[src/rtl/com_pkg.sv]
// Shared definitions for the com transmit path.
// Covers FSM state codes, descriptor field widths and packet type codes.
package com_pkg;

   localparam int BTYPE_W = 4;
   localparam int DLEN_W  = 12;
   localparam int ADDR_W  = 12;

   typedef enum logic [1:0] {
      ST_IDLE  = 2'd0,
      ST_GRANT = 2'd1,
      ST_SEND  = 2'd2,
      ST_DONE  = 2'd3
   } arb_state_t;

   // Packet type codes understood by com_tx.
   localparam logic [BTYPE_W-1:0] BTYPE_DATA   = 4'h1;
   localparam logic [BTYPE_W-1:0] BTYPE_STATUS = 4'h2;
   localparam logic [BTYPE_W-1:0] BTYPE_ECHO   = 4'h3;

endpackage

[src/rtl/com_arb_rr.sv]
// Combinational round-robin pick.
// Rotates the request vector so rr_ptr sits at bit 0, takes the lowest set bit, then rotates the index back.
module com_arb_rr #(
   parameter int NREQ  = 4,
   parameter int GID_W = 2
) (
   input  logic [NREQ-1:0]  req,
   input  logic [GID_W-1:0] rr_ptr,
   output logic             valid,
   output logic [GID_W-1:0] index
);

   logic [NREQ-1:0]  req_rot;
   logic [GID_W-1:0] off;
   logic [GID_W:0]   sum;

   for (genvar gi = 0; gi < NREQ; gi++) begin : g_rot
      logic [GID_W:0]   pos;
      logic [GID_W-1:0] src;
      assign pos = {1'b0, rr_ptr} + (GID_W+1)'(gi);
      assign src = (pos >= (GID_W+1)'(NREQ)) ? GID_W'(pos - (GID_W+1)'(NREQ))
                                             : pos[GID_W-1:0];
      assign req_rot[gi] = req[src];
   end

   // Descending scan so the lowest rotated position wins.
   always_comb begin
      off = '0;
      for (int k = NREQ - 1; k >= 0; k--) begin
         if (req_rot[k]) off = GID_W'(k);
      end
   end

   assign valid = |req;
   assign sum   = {1'b0, rr_ptr} + {1'b0, off};
   assign index = (sum >= (GID_W+1)'(NREQ)) ? GID_W'(sum - (GID_W+1)'(NREQ))
                                            : sum[GID_W-1:0];

endmodule

[src/rtl/com_arb.sv]
// Round-robin arbiter sharing the com transmit path between NREQ requesters.
// Define COM_ARB_TIMEOUT_EN to add a SEND watchdog that aborts a transfer com never completes.
module com_arb
   import com_pkg::*;
#(
   parameter int NREQ  = 4,
   parameter int GID_W = 2,
   parameter int TO_W  = 16
) (
   input  logic                    clk,
   input  logic                    rst,
   input  logic [NREQ-1:0]         req_fs,
   input  logic [NREQ*BTYPE_W-1:0] req_btype,
   input  logic [NREQ*DLEN_W-1:0]  req_dlen,
   input  logic [NREQ*ADDR_W-1:0]  req_addr,
   output logic [NREQ-1:0]         req_fd,
   output logic                    fs_send,
   output logic [BTYPE_W-1:0]      send_btype,
   output logic [DLEN_W-1:0]       send_dlen,
   output logic [ADDR_W-1:0]       ram_addr_init,
   input  logic                    fd_send,
   output logic                    busy,
   output logic [GID_W-1:0]        grant_id,
   output logic                    err_timeout
);

   if (NREQ < 2 || NREQ > 8 || GID_W != $clog2(NREQ) || TO_W < 2) begin : g_bad_param
      $error("com_arb: unsupported NREQ/GID_W/TO_W combination");
   end

   arb_state_t         state_reg, state_next;
   logic [GID_W-1:0]   grant_id_reg, grant_id_next;
   logic [GID_W-1:0]   rr_ptr_reg, rr_ptr_next;
   logic [BTYPE_W-1:0] btype_reg;
   logic [DLEN_W-1:0]  dlen_reg;
   logic [ADDR_W-1:0]  addr_reg;

   logic               pick_valid;
   logic [GID_W-1:0]   pick_index;
   logic [BTYPE_W-1:0] sel_btype;
   logic [DLEN_W-1:0]  sel_dlen;
   logic [ADDR_W-1:0]  sel_addr;
   logic               to_hit;
   logic               done_close;

   com_arb_rr #(
      .NREQ  (NREQ),
      .GID_W (GID_W)
   ) u_rr (
      .req    (req_fs),
      .rr_ptr (rr_ptr_reg),
      .valid  (pick_valid),
      .index  (pick_index)
   );

   assign sel_btype = req_btype[grant_id_reg*BTYPE_W +: BTYPE_W];
   assign sel_dlen  = req_dlen[grant_id_reg*DLEN_W +: DLEN_W];
   assign sel_addr  = req_addr[grant_id_reg*ADDR_W +: ADDR_W];

`ifdef COM_ARB_TIMEOUT_EN
   // Abort on the edge where the counter would reach all-ones.
   localparam logic [TO_W-1:0] TO_LAST = {TO_W{1'b1}} - TO_W'(1);

   logic [TO_W-1:0] to_cnt_reg;
   logic            aborted_reg;
   logic            err_reg;

   assign to_hit = (state_reg == ST_SEND) && !fd_send && (to_cnt_reg == TO_LAST);

   always_ff @(posedge clk or negedge rst) begin
      if (!rst) begin
         to_cnt_reg  <= '0;
         aborted_reg <= 1'b0;
         err_reg     <= 1'b0;
      end else begin
         if (state_reg == ST_GRANT) to_cnt_reg <= '0;
         else if (state_reg == ST_SEND) to_cnt_reg <= to_cnt_reg + TO_W'(1);
         if (to_hit) aborted_reg <= 1'b1;
         else if (state_reg == ST_IDLE) aborted_reg <= 1'b0;
         err_reg <= to_hit;
      end
   end

   assign err_timeout = err_reg;
   // An aborted transfer must not wait on com, which may never answer.
   assign done_close  = !fd_send || aborted_reg;
`else
   assign to_hit      = 1'b0;
   assign err_timeout = 1'b0;
   assign done_close  = !fd_send;
`endif

   always_comb begin
      state_next    = state_reg;
      grant_id_next = grant_id_reg;
      rr_ptr_next   = rr_ptr_reg;
      case (state_reg)
         ST_IDLE: begin
            if (pick_valid) begin
               grant_id_next = pick_index;
               state_next    = ST_GRANT;
            end
         end
         ST_GRANT: state_next = (sel_dlen != '0) ? ST_SEND : ST_DONE;
         ST_SEND: begin
            if (fd_send || to_hit) state_next = ST_DONE;
         end
         ST_DONE: begin
            if (!req_fs[grant_id_reg] && done_close) begin
               state_next  = ST_IDLE;
               rr_ptr_next = (grant_id_reg == GID_W'(NREQ - 1)) ? '0
                                                               : grant_id_reg + GID_W'(1);
            end
         end
         default: state_next = ST_IDLE;
      endcase
   end

   always_ff @(posedge clk or negedge rst) begin
      if (!rst) begin
         state_reg    <= ST_IDLE;
         grant_id_reg <= '0;
         rr_ptr_reg   <= '0;
         btype_reg    <= '0;
         dlen_reg     <= '0;
         addr_reg     <= '0;
      end else begin
         state_reg    <= state_next;
         grant_id_reg <= grant_id_next;
         rr_ptr_reg   <= rr_ptr_next;
         if (state_reg == ST_GRANT) begin
            btype_reg <= sel_btype;
            dlen_reg  <= sel_dlen;
            addr_reg  <= sel_addr;
         end
      end
   end

   // Handshake outputs decode straight from state so reset removes them without waiting for a clock.
   always_comb begin
      req_fd = '0;
      if (state_reg == ST_DONE) req_fd[grant_id_reg] = 1'b1;
   end

   assign fs_send       = (state_reg == ST_SEND);
   assign busy          = (state_reg != ST_IDLE);
   assign grant_id      = grant_id_reg;
   assign send_btype    = btype_reg;
   assign send_dlen     = dlen_reg;
   assign ram_addr_init = addr_reg;

endmodule

[config.mk]
export PLATFORM = sky130hd
export DESIGN_NAME = com_arb
export DESIGN_NICKNAME = d
export VERILOG_FILES = /design/src/rtl/com_pkg.sv /design/src/rtl/com_arb_rr.sv /design/src/rtl/com_arb.sv
export SDC_FILE = /design/constraint.sdc
export NUM_CORES = 1
export LEC_CHECK = 0
export ABC_CLOCK_PERIOD_IN_PS = 4300
export CAP_MARGIN = 20
export CORE_MARGIN = 2
export CORE_UTILIZATION = 39
export CTS_CLUSTER_DIAMETER = 30
export DETAILED_ROUTE_END_ITERATION = 8
export PLACE_DENSITY = 0.86
export SETUP_SLACK_MARGIN = 0.15
export SLEW_MARGIN = 20
export SYNTH_ARGS = -nofsm -noshare
export SYNTH_HDL_FRONTEND = slang
export SYNTH_SLANG_ARGS = --single-unit
[constraint.sdc]
create_clock -name clk -period 4.3 [get_ports clk]
set_input_delay 0.86 -clock clk [delete_from_list [all_inputs] [get_ports clk]]
set_output_delay 0.86 -clock clk [all_outputs]
set_load 0.1 [all_outputs]
# Word level (Yosys, flattened, before mapping)

Cells that the tools add are included.

Logic and storage cells: 77
Input bits: 119
Register bits after elaboration: 34
Output and inout port bits: 37

Mux-type cells: 28
Add/sub/neg operators: 10
Reduce and logical (&&, ||, !) cells: 11
Order comparisons: 11
$mul: 1
Equality and inequality tests: 7
Shifts and indexed selects: 3

Operator list:

| cell                                                              | number |
|---|---|
| indexed part select 48 x 7 -> 12 bit                              | 2 |
| 2-to-1 mux 2 bit                                                  | 13 |
| indexed part select 16 x 5 -> 4 bit                               | 1 |
| less-than comparator 2 x 3 -> 1 bit, second input constant        | 5 |
| greater-or-equal comparator 3 bit, second input constant          | 4 |
| nonzero test 12 bit                                               | 1 |
| binary-select mux 1 bit (select 2 bit)                            | 5 |
| subtractor 2 x 1 -> 2 bit, second input constant                  | 5 |
| case mux 2 bit (4 select lines)                                   | 1 |
| 2-to-1 mux 1 bit                                                  | 7 |
| adder 2 x 2 -> 3 bit, second input constant                       | 2 |
| equality test 2 bit, second input constant                        | 3 |
| multiplier 2 x 2 -> 4 bit, second input constant                  | 1 |
| 2-to-1 mux 4 bit                                                  | 1 |
| inequality test 2 bit, second input constant                      | 2 |
| AND reduction 2 bit                                               | 2 |
| OR reduction 4 bit                                                | 1 |
| adder 2 x 1 -> 3 bit, second input constant                       | 1 |
| adder 2 x 2 -> 3 bit                                              | 1 |
| greater-or-equal comparator 2 x 3 -> 1 bit, second input constant | 1 |
| AND reduction 3 bit                                               | 1 |
| adder 2 x 1 -> 2 bit, second input constant                       | 1 |
| demux 1 bit (select 2 bit)                                        | 1 |
| equality test 2 x 1 -> 1 bit, second input constant               | 1 |
| 6 further kinds                                                   | 8 |

# Depth between registers and ports, before layout

Gate-level depths: netlist of the first run.

Depth in word-level cells: 12
Gate-level depth with buffers: 10
Gate-level depth less buffers: 9

# By module

Synthesis of the first run repeated with hierarchy kept, for this count alone.

Cells, all modules: 170
Area, all modules: 2399.8 um2

By module, submodules not included:

| module     | area an instance (um2) | times used | cells each | seq. area each (um2) |
|---|---|---|---|---|
| com_arb    | 2218.4                 | 1          | 143        | 850.8 |
| com_arb_rr | 181.4                  | 1          | 27         | 0.0 |

# Worst setup path after synthesis of the first run

No wires, ideal clock.

Kind: reg-to-output
From: register grant_id_reg[1], in the netlist grant_id[1]
To: output port req_fd[1]
Required time: 3.440 ns
Stages on the path, launching flop included: 6
Setup slack: 1.012 ns
Buffers on the path: 2
Arrival time: 2.428 ns
Cells stage by stage: dfrtp_1 buf_2 buf_1 inv_1 ha_1 and2_1

Word-level cells in the longest chain between the ends: 5
Elaborated cells between the ends (all ways): 6

Ends and longest elaborated chain:

| item                                                                                                                    | RTL line       | source |
|---|---|---|
| from (decl)                                                                                                             | com_arb.sv:32  | `logic [GID_W-1:0] grant_id_reg, grant_id_next;` |
| from (signal assigned)                                                                                                  | com_arb.sv:129 | `grant_id_reg <= grant_id_next;` |
| less-than comparator 2 x 3 -> 1 bit (not written as such) or greater-or-equal comparator 2 x 1 -> 1 bit (tied branches) | com_arb.sv:142 | `if (state_reg == ST_DONE) req_fd[grant_id_reg] = 1'b1;` |
| logical AND 1 bit (not written as such)                                                                                 | com_arb.sv:142 |  |
| 2-to-1 mux 1 bit (not written as such)                                                                                  | com_arb.sv:142 |  |
| demux 1 bit (select 2 bit) *                                                                                            | com_arb.sv:142 |  |
| 2-to-1 mux 4 bit *                                                                                                      | com_arb.sv:142 |  |
| to (decl)                                                                                                               | com_arb.sv:16  | `output logic [NREQ-1:0] req_fd,` |

Every way passes the cells marked *; elsewhere a longest branch is shown, timed or not.

# Worst setup path after layout of the first run

From: register grant_id_reg[0], in the netlist grant_id[0]
To: output port grant_id[0]

RTL lines:

| item      | RTL line      | source |
|---|---|---|
| to (decl) | com_arb.sv:23 | `output logic [GID_W-1:0] grant_id,` |

No word-level cell between the ends.

==> results.json, run 1 <==
{
  "outcome": "completed",
  "netlist_instances": 168,
  "dpl.hpwl_mm": 5.47,
  "clockBufferDepth": 2,
  "vias_per_cell": 5.24,
  "synth_ff_type": "dfrtp_1",
  "hold_class": "flop to flop",
  "htree_num_levels": 2,
  "yosysSeqAreaShare": 0.358,
  "io-pin-count": 156,
  "synth_top_family_by_area": "multiplexers",
  "timing.final.ws_setup_ns": 1.17,
  "clkLatencyLatePin_ns": 0.28,
  "fmax_mhz": 319,
  "post-route-period-util": 0.729,
  "place_ws_ns": 1.43,
  "finalCriticalPeriod_ns": 3.13,
  "synth.top_cell.area_share": 0.358,
  "crit_fanout": 20,
  "synth_fa_ha_area_frac": 0.0474,
  "grt_max_degree": 35,
  "yosysUniqueCellTypes": 35,
  "vdd_drop_max_mv": 0.646,
  "clock-sinks": 34,
  "cp_slowest_stage_delay_ns": 1.24,
  "synth_compound_area_frac": 0.0464,
  "fin_skew_ns": 0.00461,
  "rsz0062_at_grt": "false",
  "antenna_found_initial": 0,
  "synthTopCellsByCount": "dfrtp_1 (34), mux2_2 (32), mux4_2 (23)",
  "syn2layout_area_growth_pct": 70.4,
  "final_antenna_net_count": 0,
  "firstDrtPassIters": 4,
  "critPathKind": "flop to primary output",
  "postCtsSetupBuffers": 0,
  "rrSetupSlack_ns": 1.67,
  "synth-xor-area-share": 0.00738,
  "r2r-start": "grant_id[0]$_DFFE_PN0P_",
  "final_area_um2": 4050,
  "synth_top_area_cell": "dfrtp_1",
  "slew_headroom": 0.327,
  "critPathLaunch": "grant_id[0]$_DFFE_PN0P_",
  "final_core_util": 0.688,
  "worst-path-buf-inv": 1,
  "nets": 447,
  "synth_most_common_cell": "dfrtp_1",
  "fin_cells": 395,
  "drt_wl_total_mm": 6.83,
  "placed_cells": 387,
  "syn_area_um2": 2370,
  "numCtsBuffers": 5,
  "place_congestion": 0.767,
  "power_density_nw_per_um2": 864,
  "clkTransAtPathRegs_ns": 0.07,
  "ctsHoldBuffers": 0,
  "dr.first_iter.drc_count": 67,
  "drive_gt1_frac": 0.241,
  "numPortBuffers": 154,
  "power_mw": 3.50,
  "die_h_um": 82.0,
  "yosys-top-cells-area": "dfrtp_1 (36%), mux4_2 (22%), mux2_2 (15%)",
  "cap_violations": 0,
  "timing.setup.tns_ns": 0,
  "place_area_um2": 3940,
  "grt_overflow": 0,
  "start_kind": "flop",
  "worst_path_max_delay_cell": "clkdlybuf4s50_1",
  "synth_mux_area_frac": 0.436,
  "final_max_slew_viol_count": 0,
  "cp-end-kind": "primary output",
  "leakagePower_nw": 1.57,
  "die_area_um2": 6730,
  "cp.arrival_ns": 2.27,
  "synth_fp_nets": 296,
  "root_buffer": "clkbuf_8",
  "grt_pass1_wl_mm": 9.68,
  "synth_area_per_cell_um2": 14.1,
  "die_x_um": 82.0,
  "synth_edf_count": 0,
  "grt_usage": 0.194,
  "crit_family": "buffers and inverters",
  "rows": 28,
  "cp_data_required_time_ns": 3.44,
  "r2r_end": "state_reg[0]$_DFFE_PN0P_",
  "cts_resized": 0,
  "wl_per_cell_um": 17.3,
  "setup_viol": 0,
  "antenna_cells": 0,
  "vias": 2068,
  "synth_seq_cells": 34,
  "cts_tree": "yes",
  "worstMarginPinSlew_ns": 1.01,
  "async_flop_share": 1.00,
  "path_depth": 1,
  "whs_ns": 0.506,
  "synth-simple-area-share": 0.0611,
  "grt_pass1_vias": 2023,
  "endpoint": "grant_id[0]",
  "reg2reg_depth": 5,
  "drc": 0,
  "cp_cell_sequence": "clkdlybuf4s50_1",
  "start_util": 0.403,
  "coreArea_um2": 5890,
  "yosys_warnings": 0,
  "hold_viol": 0
}
==> routing by layer <==
metal / up-vias / track usage / routed length [um]
met3: 7 / 0.0495 / 543
met1: 1009 / 0.225 / 2520
li1: 955 / - / -
met4: 0 / 0.0500 / 69
met2: 97 / 0.354 / 3700
met5: - / 0 / 0
==> logic make-up (layout without fill, tap and decap cells) <==
kind of cell,after synthesis,after routing
and+or+nand+nor,26,26
DFF,34,34
AOI/OAI and AO/OA,17,17
xor gates and xnor gates,2,2
muxes,61,61
adders and majority gates,9,9
buffers and inverters,18,170
other,1,1
==> area by class of cell <==
cell class,count,area [um^2]
fill,437,1840
timing repair buffer,157,1550
multi-input combinational,116,1430
sequential,34,852
clock buffer,8,110
tap,75,93.8
inverter,5,18.8
==> worst min path at each step <==
stage / start / endpoint / slack (ns) / cells past startpoint
2_1_floorplan: rst / grant_id[0]$_DFFE_PN0P_ / 0.56 / 0
3_3_place_gp: ram_addr_init[7]$_DFFE_PN0P_ / ram_addr_init[7]$_DFFE_PN0P_ / 0.49 / 1
3_5_place_dp: send_btype[0]$_DFFE_PN0P_ / send_btype[0]$_DFFE_PN0P_ / 0.49 / 1
4_1_cts: send_btype[0]$_DFFE_PN0P_ / send_btype[0]$_DFFE_PN0P_ / 0.51 / 1
5_1_grt: send_btype[2]$_DFFE_PN0P_ / send_btype[2]$_DFFE_PN0P_ / 0.52 / 1
6_report: send_btype[2]$_DFFE_PN0P_ / send_btype[2]$_DFFE_PN0P_ / 0.51 / 1
==> cell usage in the layout (no fill, tap or decap), drive strengths merged <==
master,count
a211oi,1
a21oi,9
a31o,1
a32oi,1
a41oi,1
and2,4
buf,9
clkbuf,8
clkdlybuf4s50,148
conb,1
dfrtp,34
ha,9
inv,5
mux2,32
mux4,29
nand2,5
nand2b,2
nand4,1
nor2,4
nor2b,3
nor3,2
nor3b,1
nor4,3
o21ai,2
o21bai,1
o22ai,1
or2,1
xnor2,1
xor2,1
==> power by group <==
group,total (mW),switching [mW],internal (mW)
Clock,0.277,0.115,0.162
Sequential,0.666,0.174,0.492
Combinational,2.55,1.66,0.893
Total,3.50,1.95,1.55
No activity file was read; power rests on OpenSTA's default activity.
==> inputs of run 2 (changes only) <==
ABC_CLOCK_PERIOD_IN_PS = 3280   (was 4300)
CORE_UTILIZATION = 37   (was 39)
PLACE_DENSITY = 0.82   (was 0.86)
clock period = 3.28 ns   (was 4.3 ns; I/O delays follow)
==> results.json, run 2 (synthesized netlist as in run 1, its figures left out) <==
{
  "hold_class": "input pin to async pin",
  "root_buffer": "clkbuf_8",
  "r2r-start": "grant_id[0]$_DFFE_PN0P_",
  "die_h_um": 84.1,
  "place_congestion": 0.816,
  "syn2layout_area_growth_pct": 70.0,
  "postCtsSetupBuffers": 0,
  "start_util": 0.378,
  "grt_overflow": 0,
  "start_kind": "flop",
  "wl_per_cell_um": 17.1,
  "ctsHoldBuffers": 0,
  "final_core_util": 0.643,
  "layout_commonest_cell": "clkdlybuf4s50_1",
  "rows": 29,
  "place_area_um2": 3930,
  "grt_max_degree": 35,
  "fin_skew_ns": 0.00421,
  "rrSetupSlack_ns": 1.07,
  "nets": 448,
  "cts_resized": 0,
  "whs_ns": 0.449,
  "outcome": "completed",
  "worstMarginPinSlew_ns": 0.774,
  "drt_wl_total_mm": 6.79,
  "rsz0062_at_grt": "false",
  "critPathKind": "flop to primary output",
  "grt_pass1_vias": 2223,
  "setup_viol": 0,
  "firstDrtPassIters": 4,
  "io-pin-count": 156,
  "reg2reg_depth": 4,
  "cp.arrival_ns": 1.79,
  "leakagePower_nw": 1.62,
  "crit_fanout": 24,
  "final_antenna_net_count": 0,
  "drc": 0,
  "cts_tree": "yes",
  "antenna_cells": 0,
  "endpoint": "req_fd[2]",
  "fmax_mhz": 409,
  "clock-sinks": 34,
  "die_x_um": 84.1,
  "hold_viol": 0,
  "cp-end-kind": "primary output",
  "clkTransAtPathRegs_ns": 0.07,
  "dpl.hpwl_mm": 5.51,
  "post-route-period-util": 0.746,
  "antenna_found_initial": 0,
  "clkLatencyLatePin_ns": 0.28,
  "power_density_nw_per_um2": 1130,
  "cap_violations": 0,
  "timing.setup.tns_ns": 0,
  "finalCriticalPeriod_ns": 2.45,
  "coreArea_um2": 6280,
  "htree_num_levels": 2,
  "final_cell_mix": "clkdlybuf4s50_1 (117), buf_4 (35), dfrtp_1 (33)",
  "vdd_drop_max_mv": 0.771,
  "numPortBuffers": 154,
  "vias_per_cell": 5.20,
  "vias": 2070,
  "critPathLaunch": "grant_id[0]$_DFFE_PN0P_",
  "numCtsBuffers": 5,
  "die_area_um2": 7080,
  "final_area_um2": 4040,
  "grt_pass1_wl_mm": 10.8,
  "grt_usage": 0.194,
  "power_mw": 4.58,
  "drive_gt1_frac": 0.333,
  "cp_data_required_time_ns": 2.62,
  "final_max_slew_viol_count": 0,
  "clockBufferDepth": 2,
  "dr.first_iter.drc_count": 35,
  "slew_headroom": 0.484,
  "r2r_end": "state_reg[0]$_DFFE_PN0P_"
}
-- run 2: critical path, cell delays in order, from the launching register on --
cell and delay [ns]:
dfrtp_2 0.79, inv_1 0.15, ha_1 0.23, and2_1 0.18
buf_12 0.17
-- run 2: worst min-delay path by stage --
stage	start	endpoint	slack, ns
floorplan	rst	grant_id[0]$_DFFE_PN0P_	0.36
global placement	ram_addr_init[2]$_DFFE_PN0P_	ram_addr_init[2]$_DFFE_PN0P_	0.49
finish	rst	ram_addr_init[8]$_DFFE_PN0P_	0.45
detailed placement	send_btype[2]$_DFFE_PN0P_	send_btype[2]$_DFFE_PN0P_	0.50
CTS	rst	ram_addr_init[0]$_DFFE_PN0P_	0.46
global route	rst	ram_addr_init[0]$_DFFE_PN0P_	0.51
-- run 2: layout make-up --
class | instances | area, um^2
Clock inverter | 1 | 30.0
Fill cell | 486 | 2240
Clock buffer | 7 | 76.3
Tap cell | 77 | 96.3
Multi-Input combinational cell | 116 | 1430
Sequential cell | 34 | 852
Timing Repair Buffer | 158 | 1540
Inverter | 5 | 18.8
-- run 2: layer usage --
layer | track usage | vias to the layer above | share of wire
li1 | - | 960 | -
met1 | 0.231 | 1019 | 0.38
met2 | 0.348 | 78 | 0.55
met3 | 0.0356 | 13 | 0.052
met4 | 0.0689 | 0 | 0.022
met5 | 0 | - | 0
-- run 2: report_power, final --
part	internal, mW	leakage [nW]	switching [mW]
Sequential	0.645	0.398	0.217
Clock	0.227	0.0524	0.145
Combinational	1.15	1.17	2.20
-- run 2: stage by stage --
| step | worst slack (ns) | std cells |
|---|---|---|
| after floorplan | 0.196 | 168 |
| after global placement | 0.807 | 390 |
| after detailed placement | 0.690 | 390 |
| after CTS | 0.779 | 398 |
| after global routing | 0.661 | 398 |
| final | 0.834 | 398 |
